## src/rtl/seven_seg_scan_driver_pkg.sv

```systemverilog
// Shared types and constants for the seven-segment scan driver.
// Segment order everywhere is {G,F,E,D,C,B,A}, active-high in this package.
package seven_seg_pkg;

  typedef logic [6:0] seg_t;

  // All segments dark (active-high sense; callers apply polarity).
  localparam seg_t SEG_OFF = 7'b0000000;

  localparam seg_t SEG_HEX_PATTERNS [16] = '{
    7'b0111111, 7'b0000110, 7'b1011011, 7'b1001111,
    7'b1100110, 7'b1101101, 7'b1111101, 7'b0000111,
    7'b1111111, 7'b1101111, 7'b1110111, 7'b1111100,
    7'b0111001, 7'b1011110, 7'b1111001, 7'b1110001
  };

  // Index width that stays at least one bit for a single-digit display.
  function automatic int idx_width(input int n);
    return (n > 1) ? $clog2(n) : 1;
  endfunction

endpackage

```

## src/rtl/seven_seg_scan_driver_if.sv

```systemverilog
// Load port of the scan driver: a packed hex word plus per-digit dp/blank
// masks, transferred when load_valid && load_ready.
interface seven_seg_scan_driver_if #(
  parameter int NUM_DIGITS = 4
);
  logic                    load_valid;
  logic                    load_ready;
  logic [4*NUM_DIGITS-1:0] load_data;
  logic [NUM_DIGITS-1:0]   load_dp;
  logic [NUM_DIGITS-1:0]   load_blank;

  modport master (output load_valid, load_data, load_dp, load_blank,
                  input  load_ready);
  modport slave  (input  load_valid, load_data, load_dp, load_blank,
                  output load_ready);
endinterface

```

## src/rtl/seven_seg_scan_driver_hex_lut.sv

```systemverilog
// Hex nibble to seven-segment pattern, with output polarity applied.
module seven_seg_hex_lut
  import seven_seg_pkg::*;
#(
  parameter bit SEG_ACTIVE_LOW = 1'b1
) (
  input  logic [3:0] i_nibble,
  output seg_t       o_seg
);
  assign o_seg = SEG_ACTIVE_LOW ? ~SEG_HEX_PATTERNS[i_nibble]
                                :  SEG_HEX_PATTERNS[i_nibble];
endmodule

```

## src/rtl/seven_seg_scan_driver.sv

```systemverilog
// Time-multiplexed N-digit seven-segment driver.
// A loaded word sits in a pending buffer and moves to the display registers
// only at frame end (or at once while disabled), so a frame never tears.
// Optional build macro: SEVEN_SEG_LEADING_ZERO_BLANK_EN (leading-zero blanking).
module seven_seg_scan_driver
  import seven_seg_pkg::*;
#(
  parameter int NUM_DIGITS     = 4,
  parameter int SCAN_DIV       = 50000,
  parameter int BLANK_CYCLES   = 2,
  parameter bit SEG_ACTIVE_LOW = 1'b1,
  parameter bit AN_ACTIVE_LOW  = 1'b1,
  localparam int IDX_W         = idx_width(NUM_DIGITS)
) (
  input  logic                   i_clk,
  input  logic                   i_rst,
  input  logic                   i_enable,
  seven_seg_scan_driver_if.slave load_if,
  output seg_t                   o_seg,
  output logic                   o_dp,
  output logic [NUM_DIGITS-1:0]  o_an,
  output logic [IDX_W-1:0]       o_digit_idx
);
  localparam int DIV_W = $clog2(SCAN_DIV);
  localparam int DW    = 4 * NUM_DIGITS;
  localparam seg_t                  SEG_IDLE = SEG_ACTIVE_LOW ? ~SEG_OFF : SEG_OFF;
  localparam logic [NUM_DIGITS-1:0] AN_IDLE  = AN_ACTIVE_LOW ? {NUM_DIGITS{1'b1}} : '0;

  logic [DIV_W-1:0]      r_div;
  logic [IDX_W-1:0]      r_idx;
  logic                  r_pend_vld;
  logic [DW-1:0]         r_pend_data, r_disp_data;
  logic [NUM_DIGITS-1:0] r_pend_dp, r_pend_blank, r_disp_dp, r_disp_blank;

  logic                  w_slot_end, w_frame_end, w_load, w_apply, w_lit;
  logic [NUM_DIGITS-1:0] w_blank_eff, w_an;
  logic [3:0]            w_nib;
  seg_t                  w_seg;

  assign w_slot_end  = (r_div == DIV_W'(SCAN_DIV - 1));
  assign w_frame_end = w_slot_end && (r_idx == IDX_W'(NUM_DIGITS - 1));
  assign load_if.load_ready = !r_pend_vld;
  assign w_load  = load_if.load_valid && !r_pend_vld;
  assign w_apply = r_pend_vld && (w_frame_end || !i_enable);

  // Slot/digit counters; disable parks the scan at digit 0.
  always_ff @(posedge i_clk) begin
    if (i_rst || !i_enable) begin
      r_div <= '0;
      r_idx <= '0;
    end else if (w_slot_end) begin
      r_div <= '0;
      r_idx <= (r_idx == IDX_W'(NUM_DIGITS - 1)) ? '0 : r_idx + 1'b1;
    end else begin
      r_div <= r_div + 1'b1;
    end
  end

  // Double buffer: accept into pending, promote to display at frame end.
  always_ff @(posedge i_clk) begin
    if (i_rst) begin
      r_pend_vld   <= 1'b0;
      r_pend_data  <= '0;
      r_pend_dp    <= '0;
      r_pend_blank <= '0;
      r_disp_data  <= '0;
      r_disp_dp    <= '0;
      r_disp_blank <= '0;
    end else if (w_apply) begin
      r_pend_vld   <= 1'b0;
      r_disp_data  <= r_pend_data;
      r_disp_dp    <= r_pend_dp;
      r_disp_blank <= r_pend_blank;
    end else if (w_load) begin
      r_pend_vld   <= 1'b1;
      r_pend_data  <= load_if.load_data;
      r_pend_dp    <= load_if.load_dp;
      r_pend_blank <= load_if.load_blank;
    end
  end

  // Effective per-digit blank mask seen by the scanner.
  always_comb begin
    w_blank_eff = r_disp_blank;
`ifdef SEVEN_SEG_LEADING_ZERO_BLANK_EN
    begin
      logic w_upper_zero;
      w_upper_zero = 1'b1;
      // Walk down from the top digit; digit 0 is never suppressed.
      for (int i = NUM_DIGITS - 1; i > 0; i--) begin
        w_upper_zero = w_upper_zero && (r_disp_data[4*i +: 4] == 4'h0);
        if (w_upper_zero) w_blank_eff[i] = 1'b1;
      end
    end
`endif
  end

  assign w_nib = r_disp_data[{r_idx, 2'b00} +: 4];

  seven_seg_hex_lut #(.SEG_ACTIVE_LOW(SEG_ACTIVE_LOW)) u_lut (
    .i_nibble (w_nib),
    .o_seg    (w_seg)
  );

  // Anode vector: only the current digit, after the anti-ghost window.
  always_comb begin
    w_lit        = (r_div >= DIV_W'(BLANK_CYCLES)) && !w_blank_eff[r_idx];
    w_an         = AN_IDLE;
    w_an[r_idx]  = w_lit ^ AN_ACTIVE_LOW;
  end

  // Registered pin drivers, one cycle behind the scan state.
  always_ff @(posedge i_clk) begin
    if (i_rst || !i_enable) begin
      o_seg       <= SEG_IDLE;
      o_dp        <= SEG_ACTIVE_LOW;
      o_an        <= AN_IDLE;
      o_digit_idx <= '0;
    end else begin
      o_seg       <= w_seg;
      o_dp        <= r_disp_dp[r_idx] ^ SEG_ACTIVE_LOW;
      o_an        <= w_an;
      o_digit_idx <= r_idx;
    end
  end

endmodule

```

## src/flat_wrapper.sv

```systemverilog
// flat-port wrapper written by rule: the top's interface ports become plain ports
module seven_seg_scan_driver_flat import seven_seg_pkg::*;
#(
  parameter int NUM_DIGITS     = 4,
  parameter int SCAN_DIV       = 50000,
  parameter int BLANK_CYCLES   = 2,
  parameter bit SEG_ACTIVE_LOW = 1'b1,
  parameter bit AN_ACTIVE_LOW  = 1'b1,
  localparam int IDX_W         = idx_width(NUM_DIGITS)
)
  (i_clk, i_rst, i_enable, o_seg, o_dp, o_an, o_digit_idx, load_if_load_valid, load_if_load_data, load_if_load_dp, load_if_load_blank, load_if_load_ready);
  seven_seg_scan_driver_if #(.NUM_DIGITS(NUM_DIGITS)) load_if_i ();
  input  logic i_clk;
  input  logic i_rst;
  input  logic i_enable;
  output seg_t o_seg;
  output logic o_dp;
  output logic [NUM_DIGITS-1:0] o_an;
  output logic [IDX_W-1:0] o_digit_idx;
  input wire logic [$bits(load_if_i.load_valid)-1:0] load_if_load_valid;
  input wire logic [$bits(load_if_i.load_data)-1:0] load_if_load_data;
  input wire logic [$bits(load_if_i.load_dp)-1:0] load_if_load_dp;
  input wire logic [$bits(load_if_i.load_blank)-1:0] load_if_load_blank;
  output wire logic [$bits(load_if_i.load_ready)-1:0] load_if_load_ready;
  assign load_if_i.load_valid = load_if_load_valid;
  assign load_if_i.load_data = load_if_load_data;
  assign load_if_i.load_dp = load_if_load_dp;
  assign load_if_i.load_blank = load_if_load_blank;
  assign load_if_load_ready = load_if_i.load_ready;
  seven_seg_scan_driver #(.NUM_DIGITS(NUM_DIGITS), .SCAN_DIV(SCAN_DIV), .BLANK_CYCLES(BLANK_CYCLES), .SEG_ACTIVE_LOW(SEG_ACTIVE_LOW), .AN_ACTIVE_LOW(AN_ACTIVE_LOW)) u_core (.i_clk(i_clk), .i_rst(i_rst), .i_enable(i_enable), .load_if(load_if_i), .o_seg(o_seg), .o_dp(o_dp), .o_an(o_an), .o_digit_idx(o_digit_idx));
endmodule
```

## config.mk

```make
export PLATFORM = sky130hd
export DESIGN_NAME = seven_seg_scan_driver_flat
export DESIGN_NICKNAME = d
export VERILOG_FILES = /design/src/rtl/seven_seg_scan_driver_pkg.sv /design/src/rtl/seven_seg_scan_driver_if.sv /design/src/rtl/seven_seg_scan_driver_hex_lut.sv /design/src/rtl/seven_seg_scan_driver.sv /design/src/flat_wrapper.sv
export SDC_FILE = /design/constraint.sdc
export NUM_CORES = 1
export LEC_CHECK = 0
export ABC_AREA = 1
export BUFFER_PORTS_ARGS = -buffer_cell sky130_fd_sc_hd__buf_4
export CORE_MARGIN = 4
export CORE_UTILIZATION = 35
export DETAILED_ROUTE_END_ITERATION = 8
export GPL_TIMING_DRIVEN = 0
export SYNTH_ARGS = -nofsm -noshare
export SYNTH_HDL_FRONTEND = slang
export SYNTH_SLANG_ARGS = --single-unit
```

## constraint.sdc

```tcl
create_clock -name i_clk -period 1.8 [get_ports i_clk]
set_input_delay 0.36 -clock i_clk [delete_from_list [all_inputs] [get_ports i_clk]]
set_output_delay 0.36 -clock i_clk [all_outputs]
set_load 0.03 [all_outputs]
```

* Word level (Yosys, flattened, before mapping)
Memories as Yosys holds them, arrays and structs flattened.
Index checks and enable logic that the tools add are counted.
W data, S select, Z words.
** Cells by class
- Reductions and logical operators :: 13
- Shifts and indexed selects :: 1
- Magnitude comparators :: 4
- Mux-type cells :: 9
- Eq/ne operators :: 2
- Bitwise gates (word level) :: 7
- $add $sub $neg :: 2
** Operator list (count)
- $add A16 B1 Y16 const B :: 1
- $eq A16 B16 Y1 const B :: 1
- $ge A16 B2 Y1 const B :: 1
- $shiftx A16 B5 Y4 :: 1
- $mux W7 :: 2
- $not A7 Y7 :: 1
- $ge A5 B5 Y1 const B :: 1
- $logic_and A1 B1 Y1 :: 5
- $not A4 Y5 :: 1
- $bmux W1 S2 :: 2
- $not A4 Y4 :: 1
- $or A4 B4 Y4 :: 1
- $reduce_or A2 Y1 :: 2
- $logic_not A1 Y1 :: 3
- $lt A2 B3 Y1 const B :: 1
- $mux W1 :: 3
- $not A1 Y1 :: 3
- $add A2 B1 Y2 const B :: 1
- $demux W1 S2 :: 1
- $eq A2 B2 Y1 const B :: 1
- $ge A2 B1 Y1 const B :: 1
- $logic_or A1 B1 Y1 :: 2
- $mux W2 :: 1
- $reduce_and A2 Y1 :: 1
** Word-level totals
- Bits in read-only memories :: 112
- Word-level logic and storage cells :: 52
- Memories kept :: 1
- Bits in registers :: 81
** Memories
- (no name shown) :: words 16, width 7, rd ports 1, clocked after Yosys merged registers in 0, wr ports 0, RTL line seven_seg_scan_driver_hex_lut.sv:11 : : SEG_HEX_PATTERNS[i_nibble];

* Depth between registers and ports, before layout
Gate-level depths: netlist of the first run.
- Word-level depth :: 6
- Depth in mapped cells :: 12

* Modules after synthesis
A second synthesis of the first run with hierarchy kept.
** Unflattened totals
- Cells, all modules :: 485
- Area, all modules :: 3598.5 um^2
** By module, submodules not included
- seven_seg_scan_driver :: cells each 437, instances 1, area each 3337.0 um^2, sequential area each 1621.6 um^2
- seven_seg_hex_lut :: cells each 48, instances 1, area each 261.5 um^2, sequential area each 0.0 um^2

* Least setup slack after synthesis of the first run
OpenSTA, ideal clock, no wires.
- Kind :: reg-to-reg
- Start point :: register u_core.r_idx[0]
- End point :: register u_core.o_seg[3]
- Setup time :: 0.125 ns
- Stages on the path, launching flop included :: 13
- Slack :: 0.098 ns
- Data arrival time :: 1.577 ns
- Path through :: dfxtp_1 -> clkbuf_2 -> inv_2 -> buf_2 -> nand2_1 -> nand3_1 -> nand2_1 -> inv_1 -> ha_1 -> nand2_1 -> nand2_1 -> o21ai_0 -> nand2_1
** On the way
- Cells in the longest elaborated chain, start to end :: 6
** Ends and longest elaborated chain
- from (decl) :: RTL line seven_seg_scan_driver.sv:30 : logic [IDX_W-1:0] r_idx;
- from (signal assigned) :: RTL line seven_seg_scan_driver.sv:53 : r_idx <= (r_idx == IDX_W'(NUM_DIGITS - 1)) ? '0 : r_idx + 1'b1;
- $shiftx A16 B5 Y4 :: RTL line seven_seg_scan_driver.sv:98 : assign w_nib = r_disp_data[{r_idx, 2'b00} +: 4];
- $not A4 Y5 (not written as such) :: RTL line seven_seg_scan_driver_hex_lut.sv:10 : assign o_seg = SEG_ACTIVE_LOW ? ~SEG_HEX_PATTERNS[i_nibble]
- $mem_v2 Z16 W7
- $mux W7 (not written as such) (2 in series) :: RTL line seven_seg_scan_driver_hex_lut.sv:10
- $not A7 Y7 :: RTL line seven_seg_scan_driver_hex_lut.sv:10
- to (signal assigned) :: RTL line seven_seg_scan_driver.sv:120 : o_seg <= w_seg;
- to (decl) :: RTL line seven_seg_scan_driver.sv:19 : output seg_t o_seg,
No other way between the ends. The select of a mux whose other input is x is not followed.
A chain may end at the register's enable or synchronous reset.

* Worst setup path after layout of the first run
- Start point :: register u_core.r_idx[0]
- End point :: register u_core.o_seg[0]
The elaborated chain is that of the path after synthesis.

==> results of run 1 <==
-- cells in the final DEF, fill, tap and decap left out, types with 2 or more instances in the layout --
master,synthesis,routed
nor3_1,4,4
nand2_2,3,5
dfxtp_1,81,79
xnor2_1,2,2
ha_2,0,2
nor2_1,62,62
xor2_1,2,2
dfxtp_4,0,2
clkinvlp_4,0,3
buf_4,3,47
nor4_1,2,2
clkbuf_8,0,9
inv_1,46,45
clkbuf_1,11,11
nand3_2,1,2
nand3_1,46,45
nand2_1,81,79
buf_2,6,3
o21ai_0,35,33
o21ai_1,1,3
buf_1,3,3
nor2_2,2,2
nand4_1,10,10
inv_2,5,5
inv_6,0,3
ha_1,11,9
a21oi_1,64,63
-- path summary, 6_finish.rpt --
kind	endpoint	cells after the start	slack (ns)	start
worst max-delay path	u_core.o_seg[0]	10	0.16	u_core.r_idx[0]
worst min-delay path	u_core.r_pend_data[6]	3	0.28	load_if_load_data[6]
worst max register to register	u_core.o_seg[0]	10	0.16	u_core.r_idx[0]
worst min register to register	u_core.r_pend_data[0]	2	0.46	u_core.r_pend_data[0]
-- sequential cells by signal, summed over array words and instances (netlist names), 2 cells and up --
signal	cells
u_core.r_disp_data	16
u_core.r_div	16
u_core.r_pend_data	16
u_core.o_seg	7
u_core.o_an	4
u_core.r_disp_blank	4
u_core.r_disp_dp	4
u_core.r_pend_blank	4
u_core.r_pend_dp	4
u_core.o_digit_idx	2
u_core.r_idx	2
-- layout make-up --
class                           instances  area [µm²]
Clock buffer                            9         124
Multi-Input combinational cell        333        1660
Tap cell                              133         166
Sequential cell                        81        1630
Inverter                               51         194
Buffer                                 24         144
Fill cell                            1062        5610
Clock inverter                          7        53.8
Timing Repair Buffer                   44         330
-- cells in the mapped netlist --
cell	n
inv_2	5
nor3_1	4
buf_8	1
o211ai_1	1
nand3_1	46
a21oi_1	64
buf_4	3
buf_12	1
a22o_1	1
nor3b_2	1
xnor2_1	2
ha_1	11
nand2_1	81
buf_1	3
o21ai_1	1
nand2_2	3
a31oi_1	1
or2_2	1
inv_1	46
o21ai_0	35
nand4_1	10
nor2_2	2
xor2_1	2
nand3_2	1
dfxtp_1	81
nor2_1	62
buf_2	6
nand2_4	1
clkbuf_2	1
nor4_1	2
clkbuf_1	11
nand3b_1	1
-- cells by family after synthesis --
group | share of synthesized area, %
buf+inv | 9.36
simple gates | 26.2
xor+xnor | 0.975
fa+ha+maj | 3.83
flops | 45.1
compound gates | 14.5
-- what timing repair did --
action | 4_1_cts | 5_1_grt
buffers inserted | 1 | 1
resized for setup | 9 | 10
setup endpoints to repair | 6 | 28
pin swaps | 1 | 1
hold buffers | 0 | 0
-- where the power goes --
part           internal, µW  switching [µW]  total [µW]  leakage, µW
Sequential             1880            33.3        1910     0.000666
Combinational           179             271         450      0.00100
Clock                   512             703        1210    0.0000827
-- metrics by stage --
stage / setup TNS, ns / instance area (µm²) / worst slack (ns)
after floorplan: 0 / 3590 / 0.0979
after global placement: -0.313 / 4080 / -0.152
after detailed placement: -0.465 / 4080 / -0.169
after CTS: 0 / 4270 / 0.0136
after global routing: 0 / 4300 / 0.00621
final: 0 / 4300 / 0.159
-- per-layer routing --
layer | up-vias | GRT usage, %
li1 | 1705 | -
met1 | 1362 | 19.6
met2 | 88 | 23.1
met3 | 6 | 4.29
met4 | 0 | 4.01
met5 | - | 0
-- worst register-to-register path: stages (launching register included) --
cell and delay, ns:
dfxtp_4 0.42, buf_6 0.16, a21oi_2 0.06, o21ai_1 0.11
nand2_2 0.13, buf_4 0.16, ha_1 0.18, inv_1 0.05
nor2_1 0.05, nor2_1 0.14, o21ai_1 0.07
==> impl_metrics.json, run 1 <==
{
  "outcome": "complete, no violations",
  "grt_max_degree": 16,
  "initial_utilization_pct": 36.3,
  "grt_pass1_vias": 3101,
  "slowest_delay_ns": 0.42,
  "synthCells": 491,
  "clk_latency_ns": 0.36,
  "min_path_type": "in -> reg",
  "core_area_um2": 9910,
  "crit_fanout": 10,
  "slew_headroom_pct": 72.4,
  "drt_iter0_drc": 111,
  "leakagePower_uw": 0.00175,
  "die_area_um2": 12000,
  "hold_slack_ns": 0.280,
  "yosysSeqAreaShare_pct": 45.1,
  "ir_drop_mv": 0.402,
  "num_rows": 36,
  "wl_met1_um": 3970,
  "track_usage_pct": 14.7,
  "firstDrtPassIters": 4,
  "cts_max_level": 3,
  "gp_congestion": 0.829,
  "cts.reportedPaths.clkPinSlew_ns": 0.09,
  "slowest_stage": "dfxtp_4",
  "fin_crit_ns": 1.64,
  "yosysUniqueCellTypes": 32,
  "worst_slew_pin_slew_ns": 0.410,
  "synth-seq-cells": 81,
  "setup_viol": 0,
  "final_cells": 682,
  "drcViolationCount": 0,
  "cts.sinks": 81,
  "post-route-period-util_pct": 91.1,
  "syn_avg_cell_area_um2": 7.32,
  "slew_violations": 0,
  "grt_overflow": 0,
  "dr_wl_met2_um": 3390,
  "crit_chain": "buf_6 -> a21oi_2 -> o21ai_1 -> nand2_2 -> buf_4 -> ha_1 -> inv_1 -> nor2_1 -> nor2_1 -> o21ai_1",
  "grt_pass1_wl_um": 14200,
  "required_ns": 2.04,
  "die-width_um": 109,
  "syn_nets": 530,
  "syn_area_um2": 3590,
  "cts_buffers": 9,
  "io_pins": 43,
  "num_antenna_cells": 0,
  "hold_violations": 0,
  "fin_skew_ns": 0.0140,
  "critPathKind": "reg -> reg",
  "cts.root.buffer_cell": "clkbuf_8",
  "finalPower_uw": 3580,
  "startpoint_type": "flip-flop",
  "wl_per_cell_um": 11.5,
  "drive_gt1_share_pct": 16.9,
  "yosys.area.top_type": "dfxtp_1",
  "ant_nets": 0,
  "drv_cap": 0,
  "antenna_found_initial": 0,
  "hpwlAfterDp_um": 5900,
  "synth_area_leaders": "dfxtp_1 (45%), a21oi_1 (8.9%), nand2_1 (8.5%)",
  "rsz0062_at_grt": "no",
  "die_h_um": 109,
  "cts_tree": "done",
  "totalWireLength_um": 7870,
  "powerDensity_nw_per_um2": 833,
  "wl_met3_um": 443,
  "clk_path_buf_depth": 2,
  "fin_util_pct": 43.4,
  "fmax_mhz": 610,
  "end_kind": "flip-flop",
  "io_buffers": 42,
  "top_layer_used": "met4",
  "synth_warnings": 0,
  "critPathArrivalTime_ns": 1.89,
  "via_count": 3161,
  "dp_cells": 666,
  "critical_path_buf_inv_count": 3,
  "syn2layout_area_growth_pct": 19.5,
  "nets": 583,
  "critical_path.top_delay_family": "flip-flops",
  "viasPerCell": 4.63,
  "yosys.area.top_type_share_pct": 45.1
}
(Power assumes the default switching activity.)
==> run 2: changes to the inputs <==
- PLACE_DENSITY: unset -> 0.54
==> impl_metrics.json, run 2 (synthesis gave the netlist of run 1 again) <==
{
  "grt_pass1_vias": 3138,
  "hold_violations": 0,
  "dp_cells": 666,
  "final_cells": 682,
  "cts_tree": "done",
  "slew_headroom_pct": 69.9,
  "pwr-share-comb_pct": 11.2,
  "antenna_found_initial": 0,
  "fin_util_pct": 44.1,
  "cts_max_level": 3,
  "critPathArrivalTime_ns": 1.88,
  "die_area_um2": 12000,
  "finalPower_uw": 4010,
  "clk_path_buf_depth": 2,
  "min_path_type": "in -> reg",
  "holdBufCountCts": 0,
  "grt_pass1_wl_um": 14300,
  "nets": 583,
  "drt_iter0_drc": 122,
  "cts.root.buffer_cell": "clkbuf_8",
  "firstDrtPassIters": 4,
  "grt_overflow": 0,
  "swShare_pct": 25.3,
  "track_usage_pct": 15.0,
  "rsz0062_at_grt": "no",
  "via_count": 3183,
  "outcome": "complete, no violations",
  "layout_common_cells": "nand2_1 (79), dfxtp_1 (79), a21oi_1 (63)",
  "drcViolationCount": 0,
  "io_pins": 43,
  "powerDensity_nw_per_um2": 918,
  "power_frac_seq_pct": 47.7,
  "p_sw_uw": 1020,
  "clk_latency_ns": 0.35,
  "cts.reportedPaths.clkPinSlew_ns": 0.10,
  "cts_buffers": 9,
  "critPathKind": "reg -> reg",
  "initial_utilization_pct": 36.3,
  "gp_congestion": 0.761,
  "viasPerCell": 4.67,
  "hpwlAfterDp_um": 6020,
  "clock_power_share_pct": 41.0,
  "crit_fanout": 10,
  "die-width_um": 109,
  "slew_violations": 0,
  "p_int_uw": 3000,
  "startpoint_type": "flip-flop",
  "fmax_mhz": 607,
  "worst_slew_pin_slew_ns": 0.451,
  "syn2layout_area_growth_pct": 21.6,
  "die_h_um": 109,
  "drive_gt1_share_pct": 16.8,
  "fin_skew_ns": 0.0129,
  "leakagePower_uw": 0.00180,
  "core_area_um2": 9910,
  "num_rows": 36,
  "ir_drop_mv": 0.382,
  "required_ns": 2.03,
  "grt_max_degree": 16,
  "cts.sinks": 81,
  "drv_cap": 0,
  "num_antenna_cells": 0,
  "fin_crit_ns": 1.65,
  "io_buffers": 42,
  "totalWireLength_um": 8140,
  "post-route-period-util_pct": 91.6,
  "setup_viol": 0,
  "setup_slack_ns": 0.151,
  "dpl_worst_slack_ns": -0.185,
  "end_kind": "flip-flop",
  "ant_nets": 0,
  "wl_per_cell_um": 11.9,
  "reg_top3": "u_core.r_disp_data: 16 flops, u_core.r_div: 16 flops, u_core.r_pend_data: 16 flops"
}
==> run 2: cell count changes in the layout (fill, tap and decap cells not counted), sizes merged <==
cell / delta
clkinv: +1
clkinvlp: -3
inv: -1
bufinv: +3
==> run 2: metal layers <==
layer | part of all wire, % | vias up | GRT usage, %
met5 | 0 | - | 0
met4 | 1.2 | 0 | 5.79
met3 | 3.7 | 9 | 2.82
met2 | 43 | 60 | 22.9
met1 | 52 | 1402 | 20.9
li1 | - | 1712 | -
==> run 2: worst max-delay path: stages, from the launching register on <==
cell,delay [ns]
dfxtp_4,0.39
buf_8,0.15
a21oi_2,0.12
o21ai_1,0.08
nand2_2,0.10
inv_1,0.08
ha_2,0.21
nand2_1,0.09
nand2_1,0.09
o21ai_0,0.15
nand2_1,0.06
==> run 2: final timing paths <==
kind                               start                endpoint  slack, ns  depth (start not counted)
setup / recovery         u_core.r_idx[0]         u_core.o_seg[3]       0.15                         10
hold reg to reg   u_core.r_pend_blank[2]  u_core.r_pend_blank[2]       0.46                          2
setup reg to reg         u_core.r_idx[0]         u_core.o_seg[3]       0.15                         10
hold / removal      load_if_load_data[6]   u_core.r_pend_data[6]       0.28                          3
==> run 2: per-stage QoR <==
stage / hold WS [ns] / area [µm²] / TNS [ns]
final: 0.279 / 4370 / 0
after global routing: 0.272 / 4370 / 0
after CTS: 0.268 / 4350 / 0
after detailed placement: 0.448 / 4080 / -0.514
after global placement: 0.444 / 4080 / -0.416
after floorplan: 0.430 / 3590 / 0
==> run 2: power by group through the flow <==
stage / logic (µW) / clock network [µW] / registers, µW
floorplan: 280 / 0 / 1980
global placement: 439 / 0 / 1960
detailed placement: 445 / 0 / 1960
CTS: 450 / 1690 / 1920
global route: 516 / 1790 / 1930
finish: 450 / 1650 / 1910
==> run 2: final cells by class <==
type | instances | area [µm²]
plain buffers | 24 | 148
clock inverters | 7 | 125
inverters | 51 | 194
fillers | 1026 | 5540
well taps | 133 | 166
repair buffers | 44 | 330
flip-flops and latches | 81 | 1630
clock buffers | 9 | 124
multi-input cells | 333 | 1660
==> run 2: timing repair <==
item	4_1_cts	5_1_grt
resized for setup	7	11
buffers inserted	2	0
endpoints found under the setup margin	6	26
gates cloned	0	0
pin swaps	1	0
